### src/rtl/countup_pkg.sv
// Shared types and helpers for the BCD count-up timer.
//   state_t  : run/pause/done state machine encoding
//   BCD_W    : width of the packed 3-digit BCD count
//   bcd_inc  : packed 3-digit BCD increment with digit ripple
package countup_pkg;

  localparam int BCD_W = 12;

  typedef enum logic [1:0] {
    IDLE,
    RUN,
    PAUSED,
    DONE
  } state_t;

  // Units 9->0 carries into tens, tens 9->0 carries into hundreds.
  // 999 would roll to 000, but the caller never increments at the ceiling.
  function automatic logic [BCD_W-1:0] bcd_inc(input logic [BCD_W-1:0] v);
    logic [3:0] u;
    logic [3:0] t;
    logic [3:0] h;
    u = v[3:0];
    t = v[7:4];
    h = v[11:8];
    if (u == 4'd9) begin
      u = '0;
      if (t == 4'd9) begin
        t = '0;
        h = (h == 4'd9) ? 4'd0 : h + 4'd1;
      end else begin
        t = t + 4'd1;
      end
    end else begin
      u = u + 4'd1;
    end
    return {h, t, u};
  endfunction

endpackage

### src/rtl/countup_prescaler.sv
// One-second (or turbo) prescaler for the count-up timer.
// Ports:
//   clk, resetN : system clock, synchronous active-low reset
//   hold        : freeze the counter (mid-period value is kept)
//   clr         : force the counter to zero
//   turbo       : select the short period CLK_HZ/TURBO_DIV
//   due         : high in the terminal cycle while counting; the consumer
//                 registers the increment on the following edge
module countup_prescaler #(
  parameter int CLK_HZ    = 31500000,
  parameter int TURBO_DIV = 10
) (
  input  logic clk,
  input  logic resetN,
  input  logic hold,
  input  logic clr,
  input  logic turbo,
  output logic due
);

  localparam int W = (CLK_HZ > 1) ? $clog2(CLK_HZ) : 1;
  localparam logic [W-1:0] TERM_NORM = W'(CLK_HZ - 1);
  localparam logic [W-1:0] TERM_FAST = W'(CLK_HZ / TURBO_DIV - 1);

  logic [W-1:0] cnt;
  logic [W-1:0] term;

  // >= rather than == so that switching to turbo past the short terminal
  // value still produces an increment on the next edge.
  always_comb begin
    term = turbo ? TERM_FAST : TERM_NORM;
    due  = !hold && !clr && (cnt >= term);
  end

  always_ff @(posedge clk) begin
    if (!resetN) begin
      cnt <= '0;
    end else if (clr) begin
      cnt <= '0;
    end else if (!hold) begin
      cnt <= due ? '0 : cnt + W'(1);
    end
  end

endmodule

### src/rtl/countup_timer.sv
// BCD elapsed-time / score up-counter with run/pause/done control and a
// programmable BCD ceiling.
// Ports:
//   clk, resetN  : system clock, synchronous active-low reset
//   start        : pulse, begin (from IDLE) or resume (from PAUSED)
//   stop         : pulse, pause while running
//   clear        : pulse, zero the count and return to IDLE (highest priority)
//   turbo        : level, selects the fast tick period
//   Count_out    : packed BCD {hundreds, tens, units}
//   running      : high in RUN
//   tick         : one-cycle pulse with each new Count_out value
//   limitReached : high in DONE
module countup_timer
  import countup_pkg::*;
#(
  parameter int          CLK_HZ    = 31500000,
  parameter int          TURBO_DIV = 10,
  parameter logic [11:0] MAX_BCD   = 12'h999
) (
  input  logic        clk,
  input  logic        resetN,
  input  logic        start,
  input  logic        stop,
  input  logic        clear,
  input  logic        turbo,
  output logic [11:0] Count_out,
  output logic        running,
  output logic        tick,
  output logic        limitReached
);

  state_t           state;
  logic             pre_hold;
  logic             pre_clr;
  logic             due;
  logic [BCD_W-1:0] next_count;

  // Prescaler advances only in RUN cycles that are not being paused or
  // cleared, and sits at zero throughout IDLE so IDLE->RUN starts a full period.
  always_comb begin
    pre_hold   = (state != RUN) || stop;
    pre_clr    = clear || (state == IDLE);
    next_count = bcd_inc(Count_out);
  end

  countup_prescaler #(
    .CLK_HZ   (CLK_HZ),
    .TURBO_DIV(TURBO_DIV)
  ) u_prescaler (
    .clk   (clk),
    .resetN(resetN),
    .hold  (pre_hold),
    .clr   (pre_clr),
    .turbo (turbo),
    .due   (due)
  );

  always_ff @(posedge clk) begin
    if (!resetN) begin
      state        <= IDLE;
      Count_out    <= '0;
      running      <= 1'b0;
      tick         <= 1'b0;
      limitReached <= 1'b0;
    end else begin
      tick <= 1'b0;
      if (clear) begin
        state        <= IDLE;
        Count_out    <= '0;
        running      <= 1'b0;
        limitReached <= 1'b0;
      end else begin
        unique case (state)
          IDLE: begin
            if (start) begin
              if (MAX_BCD == '0) begin
                state        <= DONE;
                limitReached <= 1'b1;
              end else begin
                state   <= RUN;
                running <= 1'b1;
              end
            end
          end
          RUN: begin
            if (stop) begin
              state   <= PAUSED;
              running <= 1'b0;
            end else if (due && (Count_out < MAX_BCD)) begin
              Count_out <= next_count;
              tick      <= 1'b1;
              if (next_count == MAX_BCD) begin
                state        <= DONE;
                running      <= 1'b0;
                limitReached <= 1'b1;
              end
            end
          end
          PAUSED: begin
            if (start) begin
              state   <= RUN;
              running <= 1'b1;
            end
          end
          DONE: begin
          end
          default: begin
            state <= IDLE;
          end
        endcase
      end
    end
  end

endmodule

### config.mk
export PLATFORM = sky130hd
export DESIGN_NAME = countup_timer
export DESIGN_NICKNAME = d
export VERILOG_FILES = /design/src/rtl/countup_pkg.sv /design/src/rtl/countup_prescaler.sv /design/src/rtl/countup_timer.sv
export SDC_FILE = /design/constraint.sdc
export NUM_CORES = 1
export LEC_CHECK = 0
export CORE_ASPECT_RATIO = 1.1
export CORE_MARGIN = 3
export CORE_UTILIZATION = 50
export CTS_CLUSTER_DIAMETER = 40
export DETAILED_ROUTE_END_ITERATION = 8
export DONT_BUFFER_PORTS = 1
export PLACE_DENSITY = 0.74
export SETUP_SLACK_MARGIN = 0.3
export SLEW_MARGIN = 20
export SYNTH_ARGS = -nofsm -noshare
export SYNTH_HDL_FRONTEND = slang
export SYNTH_SLANG_ARGS = --single-unit
### constraint.sdc
create_clock -name clk -period 3.69 [get_ports clk]
set_input_delay 0.1845 -clock clk [delete_from_list [all_inputs] [get_ports clk]]
set_output_delay 0.1845 -clock clk [all_outputs]
set_load 0.02 [all_outputs]
# Word-level counts from Yosys, hierarchy flattened
# Cells that the tools add are included.
dict set report totals {
  ff_bits 42
  inputBits 6
  out_inout_bits 15
  elab_cells 60
}
dict set report op_classes {
  addsub 4
  order_cmp 2
  n_eq_ne 10
  mux 19
  bitwise_logic 3
  reduce_logical 16
}
# operator n
set ops {}
lappend ops {{25-bit 2-to-1 mux} 2}
lappend ops {{25-bit by 1-bit adder with 25-bit output (second input constant)} 1}
lappend ops {{25-bit >= comparator} 1}
lappend ops {{4-bit 2-to-1 mux} 6}
lappend ops {{4-bit by 1-bit adder with 4-bit output (second input constant)} 3}
lappend ops {{12-bit == test (second input constant)} 1}
lappend ops {{4-bit == test (second input constant)} 3}
lappend ops {{12-bit less-than comparator (second input constant)} 1}
lappend ops {{2-bit 2-to-1 mux} 4}
lappend ops {{4-bit AND reduction} 2}
lappend ops {{3-bit != test (second input constant)} 2}
lappend ops {{2-bit OR reduction} 3}
lappend ops {{1-bit 2-to-1 mux} 5}
lappend ops {{2-bit by 1-bit != test with 1-bit output (second input constant)} 2}
lappend ops {{2-bit case mux with 2 select lines} 1}
lappend ops {{4-bit OR reduction} 1}
lappend ops {{1-bit logical AND} 3}
lappend ops {{1-bit NOT} 3}
lappend ops {{3-bit AND reduction} 1}
lappend ops {{2-bit by 1-bit == test with 1-bit output (second input constant)} 1}
lappend ops {{2-bit == test (second input constant)} 1}
lappend ops {{1-bit zero test} 2}
lappend ops {{2-bit zero test} 1}
lappend ops {{1-bit logical OR} 2}
lappend ops {{2 further kinds} 2}

# Longest topological paths before layout
# Gate-level depths: netlist of run 1.
dict set report depth {
  word_depth 9
  ltp_mapped 10
  mapped_depth_nobuf 8
}

# Cells and area by module
# A second synthesis of run 1 with hierarchy kept.
dict set report hier_totals {
  cells_unflattened 281
  area_unflattened_um2 2558.7
}
# mod n_inst cells_each area_each_um2 seq_area_each_um2
set modules_own_cells {}
lappend modules_own_cells {countup_prescaler 1 185 1661.6 500.5}
lappend modules_own_cells {countup_timer 1 96 897.1 340.3}

# Least setup slack after synthesis of run 1
# No wires, ideal clock.
dict set report synth_path {
  kind {register to register}
  from {reg u_prescaler.cnt[16]}
  to {reg Count_out[4]}
  setup_time_ns 0.070
  arrival_ns 2.485
  required_ns 3.620
  path_slack_ns 1.135
  stages_incl_launch_ff 7
  path_buffers 0
  synth_period_minus_slack_ns 2.555
  cell_sequence {dfxtp_1 -> or4_1 -> or4_4 -> a2111oi_4 -> a211oi_2 -> or4_1 -> a21oi_1}
}
dict set report synth_via {
  elab_chain_cells 4
}
# element line_no
set synth_rtl {}
lappend synth_rtl {{from (decl)} countup_prescaler.sv:25} ;# logic [W-1:0] cnt;
lappend synth_rtl {{from (signal assigned)} countup_prescaler.sv:41} ;# cnt <= due ? '0 : cnt + W'(1);
lappend synth_rtl {{25-bit >= comparator} countup_prescaler.sv:32} ;# due = !hold && !clr && (cnt >= term);
lappend synth_rtl {{1-bit logical AND} countup_prescaler.sv:32}
lappend synth_rtl {{1-bit logical AND} countup_timer.sv:89} ;# end else if (due && (Count_out < MAX_BCD)) begin
lappend synth_rtl {{3-bit AND reduction (no source line)} -}
lappend synth_rtl {{to (signal assigned)} countup_timer.sv:90} ;# Count_out <= next_count;
lappend synth_rtl {{to (decl)} countup_timer.sv:26} ;# output logic [11:0] Count_out,
# No other way between the ends.
# A chain may end at the register's enable or synchronous reset.

# Worst setup path after layout of run 1
dict set report layout_path {
  from {reg u_prescaler.cnt[16]}
  to {reg u_prescaler.cnt[23]}
}
dict set report layout_via {
  elab_chain_cells 3
  word_cells_on_any_way 4
  cone_classes {1 x add/sub; 1 x order compare; 1 x mux; 1 x reduce/logical}
}
# element line_no
set layout_rtl {}
lappend layout_rtl {{25-bit >= comparator} countup_prescaler.sv:32}
lappend layout_rtl {{1-bit logical AND} countup_prescaler.sv:32}
lappend layout_rtl {{25-bit 2-to-1 mux *} countup_prescaler.sv:41}
# Mark *: on every way between the ends. The rest lies on a longest branch, timed or not.

==> results.yml, run 1 <==
worst_setup_path:
  cp-start-kind: "flip-flop"
  path_cells: "or4_1, or4_4, a2111oi_4, a211o_1, or2_1, buf_4, nor2_1"
  crit_path_max_fanout: 14
  worst_setup_path_end_kind: "flip-flop"
  cp.arrival_ps: 3100
  crit_slowest_cell: "or4_1"
  worstPathRequired_ps: 3880
  crit_type: "flip-flop to flip-flop"
  path_buf_inv: 1
  slowest_delay_ps: 570
  cp_top_family: "simple AND/OR/NAND/NOR gates"
clocking:
  clock-sinks: 42
  cts_tree: "built"
  holdBufCountCts: 0
  clk_path_buf_depth: 2
  cts.htree.levels: 2
  cts_setup_buffers: 0
  root_buffer: "clkbuf_8"
  clkLatencyLatePin_ps: 300
  cts_buffers: 5
  post_cts_resized: 0
  clk_pin_slew_ps: 80
synthesis:
  ys_seq_elements: 42
  synth_compound_area_share_pct: 15.5
  synth.most_common_cell: "dfxtp_1"
  syn-num-nets: 280
  synthFlopType: "dfxtp_1"
  synth_cell_types: 49
  synth-adder-area-share_pct: 7.13
  synth.area.top_cells: "dfxtp_1, ha_1, xor2_1, nor2_1, nand3_1"
  synth_top_area_cell: "dfxtp_1"
  avgSynthCellArea_um2: 8.74
  synth-async-reset-ratio_pct: 0
  yosysSeqAreaShare_pct: 36.8
  synth_top_family_by_area: "simple AND/OR/NAND/NOR gates"
  synthSimpleGateAreaFrac_pct: 29.2
  synthXorXnorAreaFrac_pct: 8.83
  synth_edf_count: 0
  syn-cell-area_mm2: 0.00228
  muxShareOfSynthArea_pct: 0.439
  synth-warning-count: 0
  synthCells: 261
  synth_commonest_cells: "dfxtp_1, nor2_1, nand3_1"
  synth_top_area_share_pct: 36.8
timing:
  hold_viol: 0
  worstMarginPinSlew_ps: 1040
  fin_worst_skew_ps: 5.47
  timing.hold.ws_ps: 31.2
  rsz0062_at_grt: "no"
  tns_ps: 0
  setup-violations-final: 0
  slew_headroom_pct: 30.8
  finalCritPeriodShare_pct: 78.9
  fmax_mhz: 343
  report.final.slew_viol_count: 0
  min_period_ps: 2910
layout:
  area_delta_synth_final_pct: 7.13
  filler_cell_count: 424
  antenna_cells: 0
  nNetsFinal: 283
  drive_gt1_share_pct: 5.28
power:
  vdd_drop_max_mv: 0.208
  powerDensity_mw_per_mm2: 343
  p_leak_uw: 0.000907
detailed_routing:
  ant_nets: 0
  wl_per_cell_um: 15.0
  wl_mm: 4.78
  via_per_inst: 6.08
  vias: 1941
  drt_first_iter_violations: 91
  drc: 0
  drt-pass1-iter-count: 4
status:
  outcome: "complete, no violations"
grt:
  overflow: 0
  grt_pass1_wl_mm: 8.46
  grt_max_degree: 19
  grtUsageTotal_pct: 19.2
  antenna_found_initial: 0
  grt_pass1_vias: 1832
floorplanning:
  die_w_um: 70.4
  die_h_um: 76.9
  fp.dieArea_mm2: 0.00541
  io_pins: 21
  std_cell_rows: 25
  core_mm2: 0.00435
  start_util_pct: 52.5
placed_design:
  routabilityCongestion: 0.824
  portBuffers: 0
  dp_hpwl_mm: 3.45
flow_run:
  max_cap_viol_count: 0
worst_hold_path:
  worst_hold_path_type: "input pin to flip-flop"
-- worst paths after layout --
path	endpoint	startpoint	cells past startpoint	slack (ps)
worst max-delay path	u_prescaler.cnt[23]	u_prescaler.cnt[16]	7	780
worst min-delay path	state[1]	stop	1	30
worst max register to register	u_prescaler.cnt[23]	u_prescaler.cnt[16]	7	780
worst min register to register	u_prescaler.cnt[24]	u_prescaler.cnt[24]	2	520
-- per-stage QoR --
step                      total power, µW  utilization, %  area, µm²  setup slack (ps)  cells
after global placement                489            53.8       2340               852    311
after global routing                  872            56.2       2440               555    319
after detailed placement              490            53.8       2340               798    311
after CTS                             846            56.2       2440               785    319
final                                 838            56.2       2440               778    319
after floorplan                       485               -       2280              1140    261
-- cells by family after synthesis --
group | after synthesis
adders and majority gates | 13
xor gates and xnor gates | 23
AOI/OAI and AO/OA | 48
DFF | 42
muxes | 1
and+or+nand+nor | 122
buffers and inverters | 12
-- cells in the final DEF (no fill, tap or decap), types with 2 or more instances in the layout --
master    instances
dfxtp_1          42
nor2_1           28
nand3_1          18
xor2_1           17
nand2_1          14
a21oi_1          13
ha_1             13
and3_1           11
nand4_1           9
o21ai_0           8
nor2b_1           7
nor3_1            7
inv_1             6
xnor2_1           6
or4_1             5
clkbuf_8          5
a31oi_1           4
and2_1            3
or3_1             3
o31ai_1           3
nand2b_1          3
nand3b_1          3
a211o_1           2
a21o_1            2
nor4b_1           2
o311a_1           2
o31a_1            2
nor4_1            2
clkbuf_1          2
buf_4             2
-- power by group --
group | switching, µW | internal [µW] | total, µW
sequential | 2.33 | 454 | 456
combinational | 14.1 | 8.79 | 22.9
clock | 156 | 203 | 359
-- sequential cells by signal, indices dropped and copies added, names as in the netlist --
signal           count
running              1
state                2
limitReached         1
Count_out           12
u_prescaler.cnt     25
tick                 1
-- area by class of cell --
type	count	area [µm²]	share of cell area, %
Multi-Input combinational cell	207	1390	57.0
Sequential cell	42	841	34.4
Clock buffer	7	76.3	3.12
Tap cell	54	67.6	2.76
Clock inverter	1	30.0	1.23
Inverter	6	22.5	0.921
Timing Repair Buffer	2	15.0	0.614
-- metal layers --
layer | vias up | wire length, µm | global-route usage, %
met5 | - | 0 | 0
met4 | 0 | 164 | 10.3
met1 | 909 | 2100 | 22.0
met2 | 53 | 2250 | 31.4
li1 | 963 | - | -
met3 | 16 | 260 | 6.03
-- worst reg2reg max path, delay by kind of cell, from the launching register on --
family / cells / cell delay, ps
buffers and inverters: 1 / 270
DFF: 1 / 350
AOI/OAI and AO/OA: 2 / 670
and+or+nand+nor: 4 / 1520
Note: power is estimated with default switching activity, not from simulation.
==> inputs of run 2 (changes only) <==
clock period = 2.7 ns   (was 3.69 ns; I/O delays follow)
==> results.yml, run 2 (synthesized netlist as in run 1, its figures left out) <==
clocking:
  clk_pin_slew_ps: 90
  clkLatencyLatePin_ps: 310
  cts_buffers: 5
  cts.htree.levels: 2
  cts_tree: "built"
  clock-sinks: 42
  clk_path_buf_depth: 2
  root_buffer: "clkbuf_8"
worst_setup_path:
  path_cells: "or4_4, buf_4, nor4b_2, nor3_2, a211o_4, or2_4, buf_12, buf_16, nor2b_1"
  crit_slowest_cell: "or4_4"
  cp.arrival_ps: 2910
  crit_path_max_fanout: 5
  cp-start-kind: "flip-flop"
  slowest_delay_ps: 530
  crit_type: "flip-flop to flip-flop"
  worst_setup_path_end_kind: "flip-flop"
  worstPathRequired_ps: 2950
detailed_routing:
  via_per_inst: 6.12
  drc: 0
  wl_per_cell_um: 17.6
  drt_first_iter_violations: 108
  ant_nets: 0
  wl_mm: 6.11
  vias: 2125
  drt-pass1-iter-count: 4
floorplanning:
  die_h_um: 76.9
  std_cell_rows: 25
  die_w_um: 70.4
  io_pins: 21
  start_util_pct: 52.5
  core_mm2: 0.00435
  fp.dieArea_mm2: 0.00541
layout:
  area_delta_synth_final_pct: 29.8
  drive_gt1_share_pct: 25.6
  filler_cell_count: 336
  antenna_cells: 0
  reg_top3: "u_prescaler.cnt (25), Count_out (12), state (2)"
  final_common_cell: "dfxtp_1"
  nNetsFinal: 311
  multi_input_area_mm2: 0.00160
  fin_area_mm2: 0.00296
  mostFrequentLayoutCells: "dfxtp_1, buf_4, nand3_1, xor2_1, nand2_1"
  fin_cells: 347
  postLayoutCoreUtil_pct: 68.1
  register_area_um2: 845
  largest_reg_flops: 25
  largest-register: "u_prescaler.cnt"
power:
  p_leak_uw: 0.00111
  p_clk_share_pct: 42.9
  powerDensity_mw_per_mm2: 398
  pwr-share-comb_pct: 4.2
  p_int_uw: 919
  pwr-share-seq_pct: 52.9
  vdd_drop_max_mv: 0.211
  switchingPower_uw: 260
  swShare_pct: 22.1
grt:
  grtUsageTotal_pct: 22.3
  grt_max_degree: 14
  grt_pass1_vias: 2145
  grt_pass1_wl_mm: 9.80
  overflow: 0
  antenna_found_initial: 0
timing:
  timing.hold.ws_ps: 23.7
  rsz0062_at_grt: "yes"
  fin_worst_skew_ps: 9.33
  min_period_ps: 2670
  worstMarginPinSlew_ps: 587
  fmax_mhz: 375
  hold_viol: 0
  finalCritPeriodShare_pct: 98.8
  setup-violations-final: 0
  report.final.slew_viol_count: 0
  slew_headroom_pct: 60.7
  setup_ws_ps: 31.4
placed_design:
  pre_cts_slack_ps: 62.4
  routabilityCongestion: 0.781
  dp.cells: 318
  dpl-instance-area_mm2: 0.00242
  dp_hpwl_mm: 3.52
  portBuffers: 0
status:
  outcome: "complete, no violations"
worst_hold_path:
  worst_hold_path_type: "input pin to flip-flop"
flow_run:
  max_cap_viol_count: 0
-- run 2: changes by cell type in the layout (fill, tap and decap cells not counted), sizes merged --
cell | previous run | this run
dlygate4sd3 | 0 | 1
clkbuf | 7 | 6
a211oi | 2 | 3
buf | 2 | 28
clkinvlp | 0 | 1
-- run 2: power groups by stage --
stage | registers [µW] | clock network, µW | logic (µW)
2_1_floorplan | 638 | 0 | 25.7
3_3_place_gp | 638 | 0 | 31.9
3_5_place_dp | 638 | 0 | 33.3
4_1_cts | 624 | 509 | 46.4
5_1_grt | 624 | 539 | 54.7
6_report | 624 | 506 | 49.9
-- run 2: critical path: cells and delay by family (launching register included) --
family / cells / cell delay, ps
compound gates: 1 / 350
simple gates: 5 / 1500
buf+inv: 3 / 440
flops: 1 / 320
-- run 2: through the flow --
step	TNS, ps	power [µW]
2_1_floorplan	0	663
3_3_place_gp	0	670
3_5_place_dp	0	672
4_1_cts	0	1180
5_1_grt	-32.0	1220
6_report	0	1180
-- run 2: final timing paths --
path                             from             endpoint  slack (ps)  cells after the start
setup / recovery  u_prescaler.cnt[19]  u_prescaler.cnt[13]          30                      9
hold / removal                  start             state[0]          20                      1
setup reg to reg  u_prescaler.cnt[19]  u_prescaler.cnt[13]          30                      9
hold reg to reg    u_prescaler.cnt[0]   u_prescaler.cnt[0]         530                      2
-- run 2: routing by layer --
metal / GRT usage (%) / share of wire [%]
met1: 23.7 / 40
met2: 39.3 / 53
met3: 6.42 / 4.7
met4: 11.3 / 2.8
met5: 0 / 0
-- run 2: what timing repair did --
item / CTS / global route
pin swaps: 20 / 16
cloned: 4 / 0
endpoints found under the setup margin: 36 / 41
hold buffers: 1 / 0
resized for setup: 24 / 32
setup buffers: 13 / 3
endpoints found under the hold margin: 1 / 0
-- run 2: layout make-up --
class / instances / area share, %
Clock buffer: 6 / 2.45
Clock inverter: 2 / 1.27
Inverter: 6 / 0.760
Multi-Input combinational cell: 208 / 53.9
Sequential cell: 42 / 28.5
Tap cell: 54 / 2.28
Timing Repair Buffer: 29 / 10.8
==> inputs of run 3 (changes only) <==
clock period = 3.3 ns   (was 2.7 ns; I/O delays follow)
==> results.yml, run 3 (synthesized netlist as in run 1, its figures left out) <==
status:
  outcome: "complete, no violations"
layout:
  area_delta_synth_final_pct: 8.06
  mostFrequentLayoutCells: "dfxtp_1, nor2_1, nand3_1, xor2_1, nand2_1"
  drive_gt1_share_pct: 6.37
  nNetsFinal: 285
  largest-register: "u_prescaler.cnt"
  filler_cell_count: 409
  reg_top3: "u_prescaler.cnt (25), Count_out (12), state (2)"
  final_common_cell: "dfxtp_1"
  largest_reg_flops: 25
  register_area_um2: 841
  multi_input_area_mm2: 0.00139
  antenna_cells: 0
grt:
  antenna_found_initial: 0
  overflow: 0
  grt_pass1_vias: 1831
  grt_pass1_wl_mm: 8.33
  grt_max_degree: 24
  grtUsageTotal_pct: 18.6
detailed_routing:
  wl_mm: 4.64
  drt_first_iter_violations: 77
  vias: 1929
  ant_nets: 0
  drt-pass1-iter-count: 4
  drc: 0
  wl_per_cell_um: 14.5
  via_per_inst: 6.01
worst_setup_path:
  cp-start-kind: "flip-flop"
  path_buf_inv: 0
  crit_slowest_cell: "or4_1"
  crit_path_max_fanout: 18
  cp_common_cell: "or4_1"
  worst_setup_path_end_kind: "flip-flop"
  cp.arrival_ps: 3030
  slowest_delay_ps: 560
  cp_top_family: "simple AND/OR/NAND/NOR gates"
  path_cells: "or4_1, or4_4, o32ai_2, a211oi_2, or4_1, a21oi_1"
  worstPathRequired_ps: 3510
  crit_type: "flip-flop to flip-flop"
placed_design:
  dp_hpwl_mm: 3.38
  pre_cts_slack_ps: 502
  portBuffers: 0
  routabilityCongestion: 0.807
floorplanning:
  die_h_um: 76.9
  core_mm2: 0.00435
  start_util_pct: 52.5
  io_pins: 21
  die_w_um: 70.4
  fp.dieArea_mm2: 0.00541
  std_cell_rows: 25
clocking:
  cts_setup_buffers: 0
  clock-sinks: 42
  cts_buffers: 5
  clk_path_buf_depth: 2
  cts_tree: "built"
  post_cts_resized: 0
  clk_pin_slew_ps: 70
  cts.htree.levels: 2
  root_buffer: "clkbuf_8"
  clkLatencyLatePin_ps: 290
power:
  p_leak_uw: 0.000922
  vdd_drop_max_mv: 0.230
  powerDensity_mw_per_mm2: 370
timing:
  report.final.slew_viol_count: 0
  hold_viol: 0
  tns_ps: 0
  worstMarginPinSlew_ps: 917
  setup_ws_ps: 481
  fin_worst_skew_ps: 2.51
  rsz0062_at_grt: "no"
  slew_headroom_pct: 38.7
  fmax_mhz: 355
  finalCritPeriodShare_pct: 85.4
  setup-violations-final: 0
  min_period_ps: 2820
worst_hold_path:
  worst_hold_path_type: "input pin to flip-flop"
flow_run:
  max_cap_viol_count: 0
==> run 3: cell types whose count changed in the layout (fill, tap and decap cells not counted), moves of 3 or more <==
cell / delta
clkbuf_8: +3
buf_4: -16
nor2_4: -11
dfxtp_1: +3
nor2_1: +20
nor2_2: -9
buf_6: -4
buf_16: -3
dfxtp_2: -3
==> run 3: per-stage QoR <==
stage	area [µm²]	std cells	util, %	power, µW	hold slack, ps
final	2470	321	56.7	913	69.0
after global routing	2470	321	56.7	954	57.0
after CTS	2470	321	56.7	926	50.6
after detailed placement	2350	312	54.0	547	305
after global placement	2350	312	54.0	546	301
after floorplan	2280	261	-	542	298
==> run 3: final cells by class <==
type | instances | area share [%]
clock buffers | 8 | 4.46
inverters | 6 | 0.913
multi-input cells | 207 | 56.5
flip-flops and latches | 42 | 34.1
well taps | 54 | 2.74
repair buffers | 4 | 1.32
==> run 3: path summary, 6_finish.rpt <==
check	slack, ps	cells past startpoint	end	start
worst max-delay path	480	6	Count_out[4]	u_prescaler.cnt[16]
worst min-delay path	70	1	state[0]	start
worst max register to register	480	6	Count_out[4]	u_prescaler.cnt[16]
worst min register to register	510	2	u_prescaler.cnt[1]	u_prescaler.cnt[1]
==> run 3: power breakdown <==
| group | leakage, µW | total (µW) | switching, µW | internal, µW |
|---|---|---|---|---|
| sequential | 0.000338 | 510 | 2.44 | 508 |
| clock | 0.0000575 | 378 | 167 | 211 |
| combinational | 0.000526 | 25.3 | 15.5 | 9.81 |
| total | 0.000922 | 913 | 185 | 729 |
==> run 3: metal layers <==
metal	wire length [µm]	up-vias	global-route usage [%]
li1	-	973	-
met1	2050	905	22.6
met2	2290	45	30.7
met3	223	6	4.72
met4	76	0	8.05
met5	0	-	0
==> run 3: timing repair <==
item,CTS,global route
setup endpoints to repair,0,0
hold buffers,1,0
hold endpoints to repair,1,0
